$ cat src/rtl/univ_shift_reg_pkg.sv
// Shared definitions for the universal shift register.
// Holds the opcode width and opcode values carried on the command bus,
// plus the XFER control state encoding.
package shift_pkg;

    localparam int OP_W = 3;

    localparam logic [OP_W-1:0] OP_NOP  = 3'd0;
    localparam logic [OP_W-1:0] OP_LOAD = 3'd1;
    localparam logic [OP_W-1:0] OP_CLR  = 3'd2;
    localparam logic [OP_W-1:0] OP_SHL  = 3'd3;
    localparam logic [OP_W-1:0] OP_SHR  = 3'd4;
    localparam logic [OP_W-1:0] OP_ROL  = 3'd5;
    localparam logic [OP_W-1:0] OP_ROR  = 3'd6;
    localparam logic [OP_W-1:0] OP_XFER = 3'd7;

    typedef enum logic [1:0] {
        ST_IDLE  = 2'd0,
        ST_SHIFT = 2'd1,
        ST_DONE  = 2'd2
    } state_t;

endpackage

$ cat src/rtl/univ_shift_reg_if.sv
// Command channel of the universal shift register.
// Signals:
//   cmd_valid  source offers a command
//   cmd_ready  register can take a command this cycle
//   cmd_op     opcode (see shift_pkg)
//   cmd_data   parallel word used by LOAD and XFER
// Modports: master = command source, slave = shift register.
interface univ_shift_reg_if
    import shift_pkg::*;
#(
    parameter int WIDTH = 8
);

    logic             cmd_valid;
    logic             cmd_ready;
    logic [OP_W-1:0]  cmd_op;
    logic [WIDTH-1:0] cmd_data;

    modport master (
        output cmd_valid,
        output cmd_op,
        output cmd_data,
        input  cmd_ready
    );

    modport slave (
        input  cmd_valid,
        input  cmd_op,
        input  cmd_data,
        output cmd_ready
    );

endinterface

$ cat src/rtl/univ_shift_reg.sv
// Universal shift register with a command handshake.
// Executes hold/load/clear/shift/rotate in one cycle, and a counted XFER
// burst that shifts a word out MSB-first while capturing one from sin.
// Ports:
//   clk    clock, rising edge
//   reset  synchronous active-high reset, overrides everything
//   en     clock enable for command acceptance and burst shifting
//   sin    serial input
//   cmd    command channel (slave side)
//   pout   register contents
//   sout   last bit shifted or rotated out
//   busy   burst in progress (SHIFT or DONE)
//   done   one-cycle pulse when a burst completes
module univ_shift_reg
    import shift_pkg::*;
#(
    parameter int WIDTH = 8
) (
    input  logic             clk,
    input  logic             reset,
    input  logic             en,
    input  logic             sin,
    univ_shift_reg_if.slave  cmd,
    output logic [WIDTH-1:0] pout,
    output logic             sout,
    output logic             busy,
    output logic             done
);

    localparam int CNT_W = $clog2(WIDTH + 1);

    state_t           state, state_nxt;
    logic [CNT_W-1:0] cnt, cnt_nxt;
    logic [WIDTH-1:0] pout_nxt;
    logic             sout_nxt;
    logic             accept;

    // Status decodes straight from the state register, so they change only on edges.
    assign busy          = (state != ST_IDLE);
    assign done          = (state == ST_DONE);
    assign cmd.cmd_ready = ~busy;
    assign accept        = cmd.cmd_valid & cmd.cmd_ready & en;

    // Burst sequencing: the counter is loaded with WIDTH and the shift that
    // consumes the last bit (counter at 1) moves on to DONE.
    always_comb begin
        state_nxt = state;
        cnt_nxt   = cnt;
        case (state)
            ST_IDLE: begin
                if (accept && cmd.cmd_op == OP_XFER) begin
                    state_nxt = ST_SHIFT;
                    cnt_nxt   = CNT_W'(WIDTH);
                end
            end
            ST_SHIFT: begin
                if (en) begin
                    cnt_nxt = cnt - CNT_W'(1);
                    if (cnt == CNT_W'(1)) begin
                        state_nxt = ST_DONE;
                    end
                end
            end
            ST_DONE: begin
                state_nxt = ST_IDLE;
            end
            default: begin
                state_nxt = ST_IDLE;
                cnt_nxt   = '0;
            end
        endcase
    end

    always_ff @(posedge clk) begin
        if (reset) begin
            state <= ST_IDLE;
            cnt   <= '0;
        end else begin
            state <= state_nxt;
            cnt   <= cnt_nxt;
        end
    end

    // Datapath: single-cycle ops act only on the accept edge in IDLE; during
    // a burst every enabled edge is a left shift fed from sin.
    always_comb begin
        pout_nxt = pout;
        sout_nxt = sout;
        if (state == ST_IDLE && accept) begin
            case (cmd.cmd_op)
                OP_LOAD: pout_nxt = cmd.cmd_data;
                OP_CLR: begin
                    pout_nxt = '0;
                    sout_nxt = 1'b0;
                end
                OP_SHL: begin
                    pout_nxt = {pout[WIDTH-2:0], sin};
                    sout_nxt = pout[WIDTH-1];
                end
                OP_SHR: begin
                    pout_nxt = {sin, pout[WIDTH-1:1]};
                    sout_nxt = pout[0];
                end
                OP_ROL: begin
                    pout_nxt = {pout[WIDTH-2:0], pout[WIDTH-1]};
                    sout_nxt = pout[WIDTH-1];
                end
                OP_ROR: begin
                    pout_nxt = {pout[0], pout[WIDTH-1:1]};
                    sout_nxt = pout[0];
                end
                OP_XFER: pout_nxt = cmd.cmd_data;
                default: ;
            endcase
        end else if (state == ST_SHIFT && en) begin
            pout_nxt = {pout[WIDTH-2:0], sin};
            sout_nxt = pout[WIDTH-1];
        end
    end

    always_ff @(posedge clk) begin
        if (reset) begin
            pout <= '0;
            sout <= 1'b0;
        end else begin
            pout <= pout_nxt;
            sout <= sout_nxt;
        end
    end

endmodule

$ cat src/flat_wrapper.sv
// flat-port wrapper written by rule: the top's interface ports become plain ports
module univ_shift_reg_flat import shift_pkg::*;
#(
    parameter int WIDTH = 8
)
  (clk, reset, en, sin, pout, sout, busy, done, cmd_cmd_valid, cmd_cmd_op, cmd_cmd_data, cmd_cmd_ready);
  univ_shift_reg_if #(.WIDTH(WIDTH)) cmd_i ();
  input  logic clk;
  input  logic reset;
  input  logic en;
  input  logic sin;
  output logic [WIDTH-1:0] pout;
  output logic sout;
  output logic busy;
  output logic done;
  input wire logic [$bits(cmd_i.cmd_valid)-1:0] cmd_cmd_valid;
  input wire logic [$bits(cmd_i.cmd_op)-1:0] cmd_cmd_op;
  input wire logic [$bits(cmd_i.cmd_data)-1:0] cmd_cmd_data;
  output wire logic [$bits(cmd_i.cmd_ready)-1:0] cmd_cmd_ready;
  assign cmd_i.cmd_valid = cmd_cmd_valid;
  assign cmd_i.cmd_op = cmd_cmd_op;
  assign cmd_i.cmd_data = cmd_cmd_data;
  assign cmd_cmd_ready = cmd_i.cmd_ready;
  univ_shift_reg #(.WIDTH(WIDTH)) u_core (.clk(clk), .reset(reset), .en(en), .sin(sin), .cmd(cmd_i), .pout(pout), .sout(sout), .busy(busy), .done(done));
endmodule
$ cat config.mk
export PLATFORM = sky130hd
export DESIGN_NAME = univ_shift_reg_flat
export DESIGN_NICKNAME = d
export VERILOG_FILES = /design/src/rtl/univ_shift_reg_pkg.sv /design/src/rtl/univ_shift_reg_if.sv /design/src/rtl/univ_shift_reg.sv /design/src/flat_wrapper.sv
export SDC_FILE = /design/constraint.sdc
export NUM_CORES = 1
export LEC_CHECK = 0
export ABC_AREA = 0
export CAP_MARGIN = 0
export CORE_ASPECT_RATIO = 1.4
export CORE_UTILIZATION = 53
export CTS_BUF_LIST = sky130_fd_sc_hd__clkbuf_16
export CTS_CLUSTER_DIAMETER = 150
export DETAILED_ROUTE_END_ITERATION = 6
export PLACE_DENSITY = 0.89
export SKIP_LAST_GASP = 1
export SLEW_MARGIN = 5
export SYNTH_ARGS = -nofsm -noshare
export SYNTH_HDL_FRONTEND = slang
export SYNTH_SLANG_ARGS = --single-unit
export TNS_END_PERCENT = 5
$ cat constraint.sdc
create_clock -name clk -period 4.45 [get_ports clk]
set_input_delay 0.445 -clock clk [delete_from_list [all_inputs] [get_ports clk]]
set_output_delay 0.445 -clock clk [all_outputs]
set_load 0.01 [all_outputs]
==> metrics.md <==
| Metric | Value |
|---|---|
| CTS H-Tree Depth | 1 |
| Multiplexer share of the synthesized area | 0.0428 |
| Vias in the first global route | around 1200 |
| Largest net degree at the start of global routing | 25 |
| Worst Hold Class | reg2reg |
| Internal cell power | 0.304 mW |
| Placed instance area | about 0.0014 mm² |
| Antenna violations before repair | 0 |
| Hold_sp | u_core.pout[2] |
| Period minus WS final | between 2 and 2.5 ns |
| Initial DRC Count | 38 |
| Number of synthesized flops with an enable pin | 0 |
| Net count, final | 187 |
| Post-Syn Nets | ~170 |
| Synth Area in XOR/XNOR | 0.0150 |
| CTS max path bufs | 2 |
| Worst-path clk slew | approximately 0.05 ns |
| Dpl ws | 1.95 ns |
| Post-Route Setup TNS | 0 ns |
| R2R depth | 4 |
| Die W | 41.7 µm |
| Hold_buf cts | 0 |
| Placed cell count | approximately 190 |
| Setup CP Type | in2reg |
| Final Hold Vio Count | 0 |
| I/O Buffers | 27 |
| Gr usage total | 0.259 |
| FILL cells | around 150 |
| Max_slew headroom | 0.497 |
| Top-area cell type share of the netlist area | 0.257 |
| Post-Synth Adder-Cell Area | 0.0214 |
| # rows | 19 |
| Drt drc | 0 |
| Top post-synthesis cells by area | dfxtp_1, a221oi_2, nand2_1, a211oi_1, mux2i_1 |
| Setup-failing EPs final | 0 |
| Layout cells sized above 1 | 0.0893 |
| Die area | approximately 0.0024 mm² |
| Flop-to-flop setup slack | between 2 and 3 ns |
| Worst EP required | between 4 and 5 ns |
| Final WL | between 2 and 3 mm |
| List of most frequent post-synthesis cells | nand2_1, dfxtp_1, inv_1 |
| RSZ-0062 raised after global routing | no |
| Worst r2r src | u_core.state[0] |
| Synth Cell Area | 0.00117 mm² |
| Fraction of registers with async set/reset | 0 |
| Fin crit share | 0.517 |
| Syn avg cell area | between 7 and 8 µm² |
| Cell Pwr Density | around 280 mW/mm² |
| Ys flop type | dfxtp_1 |
| Post-synthesis simple-gate area fraction | 0.220 |
| Initial core utilization | 0.579 |
| Crit path DAT | between 2 and 2.5 ns |
| Cts bufs inserted | 3 |
| Clock share of power | 0.418 |
| Pin slew with the least headroom to its limit | ~0.75 ns |
| ANT cells | 0 |
| Post-CTS setup buffers | 0 |
| Final Worst Setup Slack | ~2.1 ns |
| Slew Limit Fails | 0 |
| IR drop worst, VDD | roughly 230 µV |
| Final std cells w/o fill | 189 |
| Die height | about 58 µm |
| Switching share of power | 0.255 |
| Leakage | around 0.52 nW |
| Critical Path Sink Type | flop |
| RR Endpoint | u_core.pout[6] |
| Clock Sinks | 15 |
| First-pass GRT wire length | 4.92 mm |
| MaxCap Viol Count | 0 |
| DRT Pass-1 Iters | 4 |
| Seq cells post-synth | 15 |
| Post-Synthesis Cells | 148 |
| Register share of total power | 0.367 |
| GR Overflow Total | 0 |
| Combinational Power Share | 0.215 |
| Max Fclk | 435 MHz |
| DR vias | between 1000 and 1500 |
| PostCTS Resize Cnt | 0 |
| Switching power | about 0.10 mW |
| Hold path depth | 2 |
| Largest family of logic cells by synthesized area | compound AO/OA/AOI/OAI gates |
| Hold EP | u_core.pout[2] |
| HPWL after DPL | between 2 and 2.5 mm |
| Core footprint | a little over 0.002 mm² |
| CTS tree | done |
| Leading area contributor after synthesis | dfxtp_1 |
| Crit path max fanout | 24 |
| Count leader, synth | nand2_1 |
| Synth Area in Compound Gates | 0.338 |
| Area growth syn-to-layout | 26.0% |
| Avg WL per Cell | 15.2 µm |
| Seq/Total Area, Yosys | 0.257 |
| I/O pins | 28 |
| Unique masters post-synth | 40 |
| Worst-Skew Late Latency | between 0.2 and 0.25 ns |
| Fin Clk Skew | 0.00143 ns |
| Worst setup SP type | input port |
| Drt via density | 6.42 |
| Gpl congestion | around 0.85 |
| Status | complete, no violations |
| Antenna-violating nets left | 0 |
| Clock Tree Root | clkbuf_16 |
| Design Area, Final | ~0.0015 mm² |
| Yosys Warn Count | 0 |
-- registers in the layout, summed over array words and instances, names as in the netlist --
name	count
u_core.state	2
u_core.cnt	4
u_core.pout	8
u_core.sout	1
-- placed cells by master (no fill, tap or decap), drive strengths merged, types with 2 or more instances in the layout --
cell and instances:
nor2 7, nand3 4, mux2i 5, a221oi 8, and3 3, a31oi 2, clkdlybuf4s50 27, a21oi 6
nand2 17, ha 2, o32ai 5, nand2b 2, a211oi 8, inv 15, nor2b 3, o21ai 13
clkbuf 3, dfxtp 15, nor3 8
-- layer usage --
| layer | vias up | routed length [µm] | track usage |
|---|---|---|---|
| li1 | 590 | - | - |
| met1 | 568 | 1210 | 0.306 |
| met2 | 48 | 1480 | 0.462 |
| met3 | 7 | 118 | 0.0411 |
| met4 | 0 | 70 | 0.101 |
| met5 | - | 0 | 0 |
-- power by group through the flow --
stage	logic, mW	clock network (mW)	registers (mW)
4_1_cts	0.0871	0.173	0.149
2_1_floorplan	0.0519	0	0.152
3_5_place_dp	0.0862	0	0.152
3_3_place_gp	0.0843	0	0.151
6_report	0.0875	0.171	0.150
5_1_grt	0.0950	0.182	0.150
-- cell type report --
cell class	instances	area, µm²	share of cell area
Multi-Input combinational cell	108	746	0.506
Clock inverter	1	3.75	0.00255
Sequential cell	15	300	0.204
Tap cell	21	26.3	0.0178
Timing Repair Buffer	27	270	0.183
Inverter	14	52.6	0.0357
Clock buffer	3	75.1	0.0509
-- critical path: stages --
cell             delay (ns)
clkdlybuf4s50_1        0.94
xnor2_1                0.16
o21ai_1                0.44
a211oi_1               0.17
a221oi_2               0.28
-- worst max path at each step --
| stage | endpoint | startpoint | slack [ns] | depth (start not counted) |
|---|---|---|---|---|
| CTS | u_core.pout[5] | cmd_cmd_op[2] | 2.18 | 5 |
| global placement | u_core.pout[7] | cmd_cmd_op[2] | 1.98 | 5 |
| global route | u_core.pout[7] | cmd_cmd_op[2] | 1.96 | 5 |
| detailed placement | u_core.pout[5] | cmd_cmd_op[2] | 1.95 | 5 |
| finish | u_core.pout[6] | cmd_cmd_op[2] | 2.15 | 5 |
| floorplan | u_core.pout[1] | en | 2.85 | 6 |
-- kinds of logic (layout without fill, tap and decap cells) --
family                     after synthesis  in the layout
xor gates and xnor gates                 2              2
buffers and inverters                   25             45
DFF                                     15             15
and+or+nand+nor                         49             49
adders and majority gates                2              2
muxes                                    5              5
AOI/OAI and AO/OA                       50             50
-- metrics by stage --
step	hold slack, ns	utilization	power, mW
2_1_floorplan	0.484	-	0.204
3_3_place_gp	0.483	0.690	0.236
3_5_place_dp	0.491	0.690	0.238
4_1_cts	0.499	0.729	0.410
5_1_grt	0.532	0.729	0.427
6_report	0.498	0.729	0.408
Note: power is estimated with default switching activity, not from simulation.
